[src/rtl/uart_tx_engine_if.sv]
// Parallel-word handshake between a producer and the UART transmit engine.
interface uart_tx_engine_if #(
    parameter int unsigned DATA_BITS = 8
);
    logic                 tx_valid_i;
    logic [DATA_BITS-1:0] tx_data_i;
    logic                 tx_ready_o;

    modport master (output tx_valid_i, output tx_data_i, input tx_ready_o);
    modport slave  (input tx_valid_i, input tx_data_i, output tx_ready_o);
endinterface

[src/rtl/uart_tx_engine.sv]
// UART transmit serializer: start bit, LSB-first data, optional parity, stop bits,
// with every bit period delimited by baud_tick_i.
module uart_tx_engine #(
    parameter int unsigned DATA_BITS  = 8,
    parameter int unsigned PARITY_EN  = 0,
    parameter int unsigned PARITY_ODD = 0,
    parameter int unsigned STOP_BITS  = 1
) (
    input  logic              clk,
    input  logic              arst,
    input  logic              rst,
    input  logic              baud_tick_i,
    uart_tx_engine_if.slave   bus,
    output logic              tx_o,
    output logic              busy_o,
    output logic              done_o
);
    localparam int unsigned CNT_W = $clog2(DATA_BITS + 1);

    typedef enum logic [2:0] {
        S_IDLE,
        S_SYNC,
        S_START,
        S_DATA,
        S_PARITY,
        S_STOP
    } state_e;

    state_e               state_q, state_d;
    logic [DATA_BITS-1:0] shift_q, shift_d;
    logic [CNT_W-1:0]     cnt_q, cnt_d;
    logic                 par_q, par_d;
    logic                 tx_q, tx_d;
    logic                 done_q, done_d;

    // Next state; the counter counts data bits, then is reused for stop bits.
    always_comb begin
        state_d = state_q;
        shift_d = shift_q;
        cnt_d   = cnt_q;
        par_d   = par_q;
        done_d  = 1'b0;
        unique case (state_q)
            S_IDLE: begin
                if (bus.tx_valid_i) begin
                    state_d = S_SYNC;
                    shift_d = bus.tx_data_i;
                    cnt_d   = '0;
                    par_d   = (^bus.tx_data_i) ^ (PARITY_ODD != 0);
                end
            end
            S_SYNC:   if (baud_tick_i) state_d = S_START;
            S_START:  if (baud_tick_i) state_d = S_DATA;
            S_DATA: begin
                if (baud_tick_i) begin
                    shift_d = shift_q >> 1;
                    if (cnt_q == CNT_W'(DATA_BITS - 1)) begin
                        cnt_d   = '0;
                        state_d = (PARITY_EN != 0) ? S_PARITY : S_STOP;
                    end else begin
                        cnt_d = cnt_q + CNT_W'(1);
                    end
                end
            end
            S_PARITY: if (baud_tick_i) state_d = S_STOP;
            S_STOP: begin
                if (baud_tick_i) begin
                    if (cnt_q == CNT_W'(STOP_BITS - 1)) begin
                        cnt_d   = '0;
                        state_d = S_IDLE;
                        done_d  = 1'b1;
                    end else begin
                        cnt_d = cnt_q + CNT_W'(1);
                    end
                end
            end
            default: state_d = S_IDLE;
        endcase

        if (rst) begin
            state_d = S_IDLE;
            shift_d = '0;
            cnt_d   = '0;
            par_d   = 1'b0;
            done_d  = 1'b0;
        end

        // Line level follows the state being entered so it is registered with it.
        unique case (state_d)
            S_START:  tx_d = 1'b0;
            S_DATA:   tx_d = shift_d[0];
            S_PARITY: tx_d = par_q;
            default:  tx_d = 1'b1;
        endcase
    end

    always_ff @(posedge clk or posedge arst) begin
        if (arst) begin
            state_q <= S_IDLE;
            shift_q <= '0;
            cnt_q   <= '0;
            par_q   <= 1'b0;
            tx_q    <= 1'b1;
            done_q  <= 1'b0;
        end else begin
            state_q <= state_d;
            shift_q <= shift_d;
            cnt_q   <= cnt_d;
            par_q   <= par_d;
            tx_q    <= tx_d;
            done_q  <= done_d;
        end
    end

    assign bus.tx_ready_o = (state_q == S_IDLE);
    assign busy_o         = (state_q != S_IDLE);
    assign tx_o           = tx_q;
    assign done_o         = done_q;
endmodule

[src/flat_wrapper.sv]
// flat-port wrapper written by rule: the top's interface ports become plain ports
module uart_tx_engine_flat 
#(
    parameter int unsigned DATA_BITS  = 8,
    parameter int unsigned PARITY_EN  = 0,
    parameter int unsigned PARITY_ODD = 0,
    parameter int unsigned STOP_BITS  = 1
)
  (clk, arst, rst, baud_tick_i, tx_o, busy_o, done_o, bus_tx_valid_i, bus_tx_data_i, bus_tx_ready_o);
  uart_tx_engine_if #(.DATA_BITS(DATA_BITS)) bus_i ();
  input  logic clk;
  input  logic arst;
  input  logic rst;
  input  logic baud_tick_i;
  output logic tx_o;
  output logic busy_o;
  output logic done_o;
  input wire logic [$bits(bus_i.tx_valid_i)-1:0] bus_tx_valid_i;
  input wire logic [$bits(bus_i.tx_data_i)-1:0] bus_tx_data_i;
  output wire logic [$bits(bus_i.tx_ready_o)-1:0] bus_tx_ready_o;
  assign bus_i.tx_valid_i = bus_tx_valid_i;
  assign bus_i.tx_data_i = bus_tx_data_i;
  assign bus_tx_ready_o = bus_i.tx_ready_o;
  uart_tx_engine #(.DATA_BITS(DATA_BITS), .PARITY_EN(PARITY_EN), .PARITY_ODD(PARITY_ODD), .STOP_BITS(STOP_BITS)) u_core (.clk(clk), .arst(arst), .rst(rst), .baud_tick_i(baud_tick_i), .bus(bus_i), .tx_o(tx_o), .busy_o(busy_o), .done_o(done_o));
endmodule
[config.mk]
export PLATFORM = sky130hd
export DESIGN_NAME = uart_tx_engine_flat
export DESIGN_NICKNAME = d
export VERILOG_FILES = /design/src/rtl/uart_tx_engine_if.sv /design/src/rtl/uart_tx_engine.sv /design/src/flat_wrapper.sv
export SDC_FILE = /design/constraint.sdc
export NUM_CORES = 1
export LEC_CHECK = 0
export BUFFER_PORTS_ARGS = -buffer_cell sky130_fd_sc_hd__buf_2
export CORE_ASPECT_RATIO = 1.1
export CORE_UTILIZATION = 30
export CTS_BUF_LIST = sky130_fd_sc_hd__clkbuf_8
export DETAILED_ROUTE_END_ITERATION = 6
export HOLD_SLACK_MARGIN = 0.1
export RECOVER_POWER = 25
export SKIP_CTS_REPAIR_TIMING = 1
export SYNTH_ARGS = -nofsm -noshare
export SYNTH_HDL_FRONTEND = slang
export SYNTH_SLANG_ARGS = --single-unit
[constraint.sdc]
create_clock -name clk -period 1.68 [get_ports clk]
set_input_delay 0.504 -clock clk [delete_from_list [all_inputs] [get_ports clk]]
set_output_delay 0.504 -clock clk [all_outputs]
set_load 0.02 [all_outputs]
==> results.md, run 1 <==
- Outcome: finished, violations left
- Failing checks: negative setup slack
- H-tree levels: 1
- Post-DP HPWL: 2100 um
- DR WL/cell: roughly 14 um
- Max Freq: 569 MHz
- Crit path max fanout: 5
- #FFs+latches synth: 18
- Clock skew: about 5.2 ps
- Post-route design area: 1460 um2
- Critical path arrival: 1250 ps
- Net Sw Frac: 29.4%
- Combinational share of power: 25.7%
- Final nets: 167
- Data required, critical path: 1180 ps
- Net count after synthesis: 137
- Total negative setup slack: -158 ps
- Die Width: 61.4 um
- First-pass GRT wire length: 4530 um
- VDD IR max: 353 uV
- Syn Std Cell Area: 1170 um2
- Crit path launch: u_core.state_q[2]
- Die Y-Extent: 67.4 um
- CTS sink cnt: 18
- Synth warn: 0
- Worst reg2reg path depth: 5
- Core Box Area: between 3000 and 4000 um2
- PD cells: 720 nW/um2
- I/O pins: 17
- Final setup margin: -77.6 ps
- Net Switching: between 0.3 and 0.4 mW
- Commonest non-fill, non-tap cells in the layout: buf_4, dfrtp_1, buf_2, inv_1, nor2_1
- Final setup viols: 3
- Share of cells above drive strength 1: ~32%
- Final wirelength: 2860 um
- Initial antenna violation count: 0
- Clock Power Share: 29.8%
- Initial Utilization: 31.7%
- End of the critical path: bus_tx_ready_o
- Pleak: roughly 0.64 nW
- CP startpoint kind: flip-flop
- Syn Area/Cell: 9.56 um2
- Clk root buf: clkbuf_8
- Slew margin rel.: about a third
- MaxCap Viol Count: 0
- Total track usage: 15.1%
- Pin count of the biggest net entering global routing: 19
- Pint: 0.744 mW
- Post-route minimum period: 1760 ps
- Synth cell types: 48
- Worst-Margin Slew: 982 ps
- Area delta synth->final: 25.4%
- DR pass1 iterations: 4
- Clk Latency, worst-skew pair: 260 ps
- Routability cong.: slightly below 0.9
- # diodes: 0
- PortBufs: 16
- Clk slew on worst S/H paths: ~70 ps
- Final period util: 105%
- Total CTS buffers: 3
- Cell Area, Placed: between 1000 and 1500 um2
- Hold_ws: 502 ps
- Synth Instances: 122
- Cell Rows: 23
- Setup CP Type: flip-flop to primary output
- Setup crit end kind: primary output
- Launch point of the worst reg-to-reg path: u_core.state_q[2]
- Remaining Overflow, GRT: 0
- R2r endpoint: u_core.cnt_q[3]
- Vias in the first global route: 993
- Sequential area share after synthesis: 38.7%
- DR iter-0 viols: 55
- Reg power frac: 44.4%
- Detail Route Antenna Nets: 0
- Routed via count: 1,023
- # DRC: 0
- Vias per cell: 5.09
- Die area: roughly 4100 um2
- CTS tree: yes
- RSZ-0062 raised after global routing: true
- Final hold violations: 0
- R2R Setup Slk: -20 ps
- CTS Buffer Depth: 2
- Final Slew Violations: 0
- Min-delay worst type: flip-flop to flip-flop
[power by group through the flow]
stage / combinational (mW) / clock, mW / sequential [mW]
2_1_floorplan: 0.176 / 0 / 0.478
3_3_place_gp: 0.246 / 0 / 0.477
3_5_place_dp: 0.251 / 0 / 0.477
4_1_cts: 0.251 / 0.326 / 0.469
5_1_grt: 0.296 / 0.349 / 0.470
6_report: 0.271 / 0.314 / 0.468
[metrics by stage]
stage | util, % | setup slack, ps | total power, mW | instances
2_1_floorplan | - | 18.5 | 0.655 | 122
3_3_place_gp | 36.8 | -35.4 | 0.723 | 192
3_5_place_dp | 36.8 | -70.5 | 0.728 | 192
4_1_cts | 38.0 | -186 | 1.05 | 196
5_1_grt | 39.7 | -109 | 1.12 | 201
6_report | 39.7 | -77.6 | 1.05 | 201
[flip-flops by register name (all words and copies together), names as in the netlist]
register	count
u_core.shift_q	8
u_core.cnt_q	4
u_core.state_q	3
u_core.done_o	1
u_core.par_q	1
u_core.tx_o	1
[cells in the mapped netlist (all sizes together)]
library cell | n | share of area (%)
dfrtp | 17 | 36
inv | 9 | 2.9
nor2 | 8 | 2.6
a21oi | 7 | 4.0
xnor2 | 7 | 5.3
a22oi | 6 | 3.9
o2bb2ai | 6 | 4.5
buf | 5 | 2.6
nand2 | 5 | 1.6
nand3 | 4 | 1.7
and2 | 3 | 1.9
clkbuf | 3 | 1.1
mux2i | 3 | 2.6
o21ai | 3 | 1.3
ha | 2 | 2.1
mux2 | 2 | 1.9
nand2b | 2 | 1.1
nand3b | 2 | 1.3
nor3 | 2 | 0.86
o22a | 2 | 1.5
o32a | 2 | 1.7
or3 | 2 | 1.5
a211oi | 1 | 0.64
a21boi | 1 | 0.64
a21o | 1 | 0.64
a221o | 1 | 0.86
a22o | 1 | 0.75
a32o | 1 | 0.86
a32oi | 1 | 0.75
and3b | 1 | 0.75
and4b | 1 | 0.86
dfstp | 1 | 2.3
nand4 | 1 | 0.54
nor2b | 1 | 0.54
nor3b | 1 | 0.64
nor4 | 1 | 1.1
o211ai | 1 | 0.64
o21a | 1 | 0.64
o22ai | 1 | 0.54
or2 | 1 | 0.54
or3b | 1 | 0.75
xor2 | 1 | 0.75
[worst max-delay path: stages (launching register included)]
cell,delay [ps]
dfrtp_2,440
or3_4,360
inv_2,80
buf_6,110
[metal layers]
metal  global-route usage [%]  up-vias  routed length [um]
met2                     25.4       24                1430
met5                        0        -                   0
met4                     4.17        0                  25
met3                     3.45        4                  95
met1                     19.1      494                1310
li1                         -      501                   -
[how the worst min path moves through the flow]
stage	end	cells after the start	from	slack [ps]
2_1_floorplan	u_core.cnt_q[0]	1	arst	440
3_3_place_gp	u_core.shift_q[4]	1	u_core.shift_q[4]	470
3_5_place_dp	u_core.shift_q[1]	1	u_core.shift_q[1]	480
4_1_cts	u_core.state_q[2]	3	arst	250
5_1_grt	u_core.shift_q[5]	1	u_core.shift_q[5]	520
6_report	u_core.shift_q[1]	1	u_core.shift_q[1]	500
[logic make-up (layout without fill, tap and decap cells)]
family          Yosys count  after routing  share of synthesized area, %
compound gates           36             36                          23.8
simple gates             36             36                          18.2
flops                    18             18                          38.7
buf+inv                  17             46                          6.54
xor+xnor                  8              8                          6.01
mux                       5              5                          4.51
fa+ha+maj                 2              2                          2.15
[final cells by class]
class	instances	area [um2]
Fill cell	390	2220
Multi-Input combinational cell	87	658
Sequential cell	18	453
Timing Repair Buffer	33	210
Tap cell	50	62.6
Clock buffer	3	41.3
Inverter	9	33.8
Clock inverter	1	3.75
No activity file was read; power rests on OpenSTA's default activity.
==> run 2: changes to the inputs <==
Clock period 1.68 ns to 2 ns, I/O delays scaled along.
==> results.md, run 2 (synthesis gave the netlist of run 1 again) <==
- Outcome: complete, no violations
- MaxCap Viol Count: 0 (unchanged)
- Final wirelength: 2570 um (-10%)
- # fillers: 411 (+5.4%)
- Vias in the first global route: 951 (-4.2%)
- # DRC: 0 (unchanged)
- I/O pins: 17 (unchanged)
- Max Freq: just over 500 MHz
- Register area: 454 um2 (+0.28%)
- Area delta synth->final: 17.1%
- Net Switching: 0.244 mW (-21%)
- Die Width: 61.4 um (unchanged)
- Detail Route Antenna Nets: 0 (unchanged)
- Pin count of the biggest net entering global routing: 19 (unchanged)
- CP top delay family: flip-flops
- DR iter-0 viols: 32 (-42%)
- Worst-Margin Slew: 964 ps (-17.6 ps)
- Routed via count: 1,005 (-1.8%)
- Share of cells above drive strength 1: 25.5% (-6.9 points)
- Initial antenna violation count: 0 (unchanged)
- Crit path launch: u_core.state_q[1]
- CTS tree: yes
- # diodes: 0 (unchanged)
- CTS sink cnt: 18 (unchanged)
- Post-route minimum period: 1940 ps
- Overall power: 0.854 mW (-19%)
- Hold Crit Start: u_core.shift_q[3]
- DR WL/cell: 13.4 um (-5.4%)
- R2r endpoint: u_core.cnt_q[3]
- Reg power frac: 46.5% (+2.1 points)
- Die area: 4140 um2 (unchanged)
- Clk Latency, worst-skew pair: 250 ps (about the same)
- CTS Buffer Depth: 2 (unchanged)
- Routability cong.: 0.801 (-8.1%)
- Biggest register: u_core.shift_q
- DR pass1 iterations: 4 (unchanged)
- H-tree levels: 1 (unchanged)
- Final Slew Violations: 0 (unchanged)
- Combinational share of power: 23.7% (-2.0 points)
- Sequence of cells on the critical path: or3_4, inv_1, buf_4
- Setup CP Type: flip-flop to primary output
- Pleak: 0.585 nW (-8.6%)
- Clock skew: 4.40 ps (-0.820 ps)
- Worst reg2reg path depth: 5 (unchanged)
- Regs by FF count: u_core.shift_q: 8 flops, u_core.cnt_q: 4 flops, u_core.state_q: 3 flops
- Die Y-Extent: 67.4 um (unchanged)
- RSZ-0062 raised after global routing: false
- Final nets: 157 (-6.0%)
- Final setup viols: 0 (-3)
- Total track usage: 13.9% (-1.2 points)
- Setup crit end kind: primary output
- Buf/Inv on CP: 2 (unchanged)
- Commonest non-fill, non-tap cells in the layout: buf_2, dfrtp_1, inv_1, nor2_1
- PortBufs: 16 (unchanged)
- Worst Hold Path EP: u_core.shift_q[3]
- Hold_ws: 491 ps (-10.7 ps)
- CP max-delay cell: dfrtp_2
- Final period util: 97.1%
- Data required, critical path: 1400 ps (+220 ps)
- Clk root buf: clkbuf_8
- Clk slew on worst S/H paths: 70 ps (about the same)
- Area of the multi-input gates: 638 um2 (-3.0%)
- VDD IR max: 286 uV (-19%)
- Total CTS buffers: 3 (unchanged)
- Min-delay worst type: flip-flop to flip-flop
- PD cells: 625 nW/um2 (-13%)
- Post-DP HPWL: 1940 um (-7.7%)
- Final hold violations: 0 (unchanged)
- Critical path arrival: 1340 ps (+90 ps)
- Cell Rows: 23 (unchanged)
- Crit path max fanout: 6 (+1)
- Core Box Area: 3680 um2 (unchanged)
- Net Sw Frac: 28.6% (-0.77 points)
- CP startpoint kind: flip-flop
- Slowest stage delay, CP: 450 ps (about the same)
- Pint: 0.609 mW (-18%)
- Launch point of the worst reg-to-reg path: u_core.state_q[2]
- Remaining Overflow, GRT: 0 (unchanged)
- Clock Power Share: 29.8% (about the same)
- Initial Utilization: 31.7% (unchanged)
- Hold depth: 1 (unchanged)
- Vias per cell: 5.26 (+3.4%)
- First-pass GRT wire length: 4230 um (-6.7%)
- Flip-flop count of the largest register after layout: 8 (unchanged)
- Slew margin rel.: 35.7% (+1.2 points)
- R2R Setup Slk: 250 ps (+270 ps)
[run 2: worst max path at each step]
stage,cells past startpoint,to
floorplan,6,u_core.cnt_q[1]
global placement,5,u_core.cnt_q[3]
detailed placement,5,u_core.cnt_q[3]
CTS,3,bus_tx_ready_o
global route,3,bus_tx_ready_o
finish,3,bus_tx_ready_o
[run 2: power groups by stage]
stage / registers (mW) / clock network [mW] / logic [mW]
detailed placement: 0.403 / 0 / 0.202
global placement: 0.402 / 0 / 0.201
floorplan: 0.402 / 0 / 0.148
finish: 0.397 / 0.255 / 0.202
CTS: 0.396 / 0.267 / 0.203
global route: 0.398 / 0.278 / 0.223
[run 2: per-layer routing]
layer | wire [um] | GRT usage, % | share of wire, % | up-vias
met2 | 1180 | 21.6 | 46 | 32
met5 | 0 | 0 | 0 | -
li1 | - | - | - | 479
met1 | 1160 | 18.4 | 45 | 490
met3 | 183 | 3.07 | 7.1 | 4
met4 | 39 | 5.83 | 1.5 | 0
[run 2: cell type report]
class | instances | area share (%)
clock buffer | 3 | 3.02
clock inverter | 1 | 0.275
multi-input combinational | 87 | 46.7
sequential | 18 | 33.3
inverter | 9 | 2.47
timing repair buffer | 23 | 9.62
tap | 50 | 4.58
[run 2: through the flow]
stage / TNS [ps] / util, % / setup slack (ps) / std cells / instance area, um2
floorplan: 0 / - / 243 / 122 / 1170
global route: 0 / 37.1 / 5.84 / 191 / 1370
global placement: 0 / 35.4 / 140 / 185 / 1300
finish: 0 / 37.1 / 57.4 / 191 / 1370
CTS: -37.0 / 36.6 / -37.0 / 189 / 1350
detailed placement: 0 / 35.4 / 130 / 185 / 1300
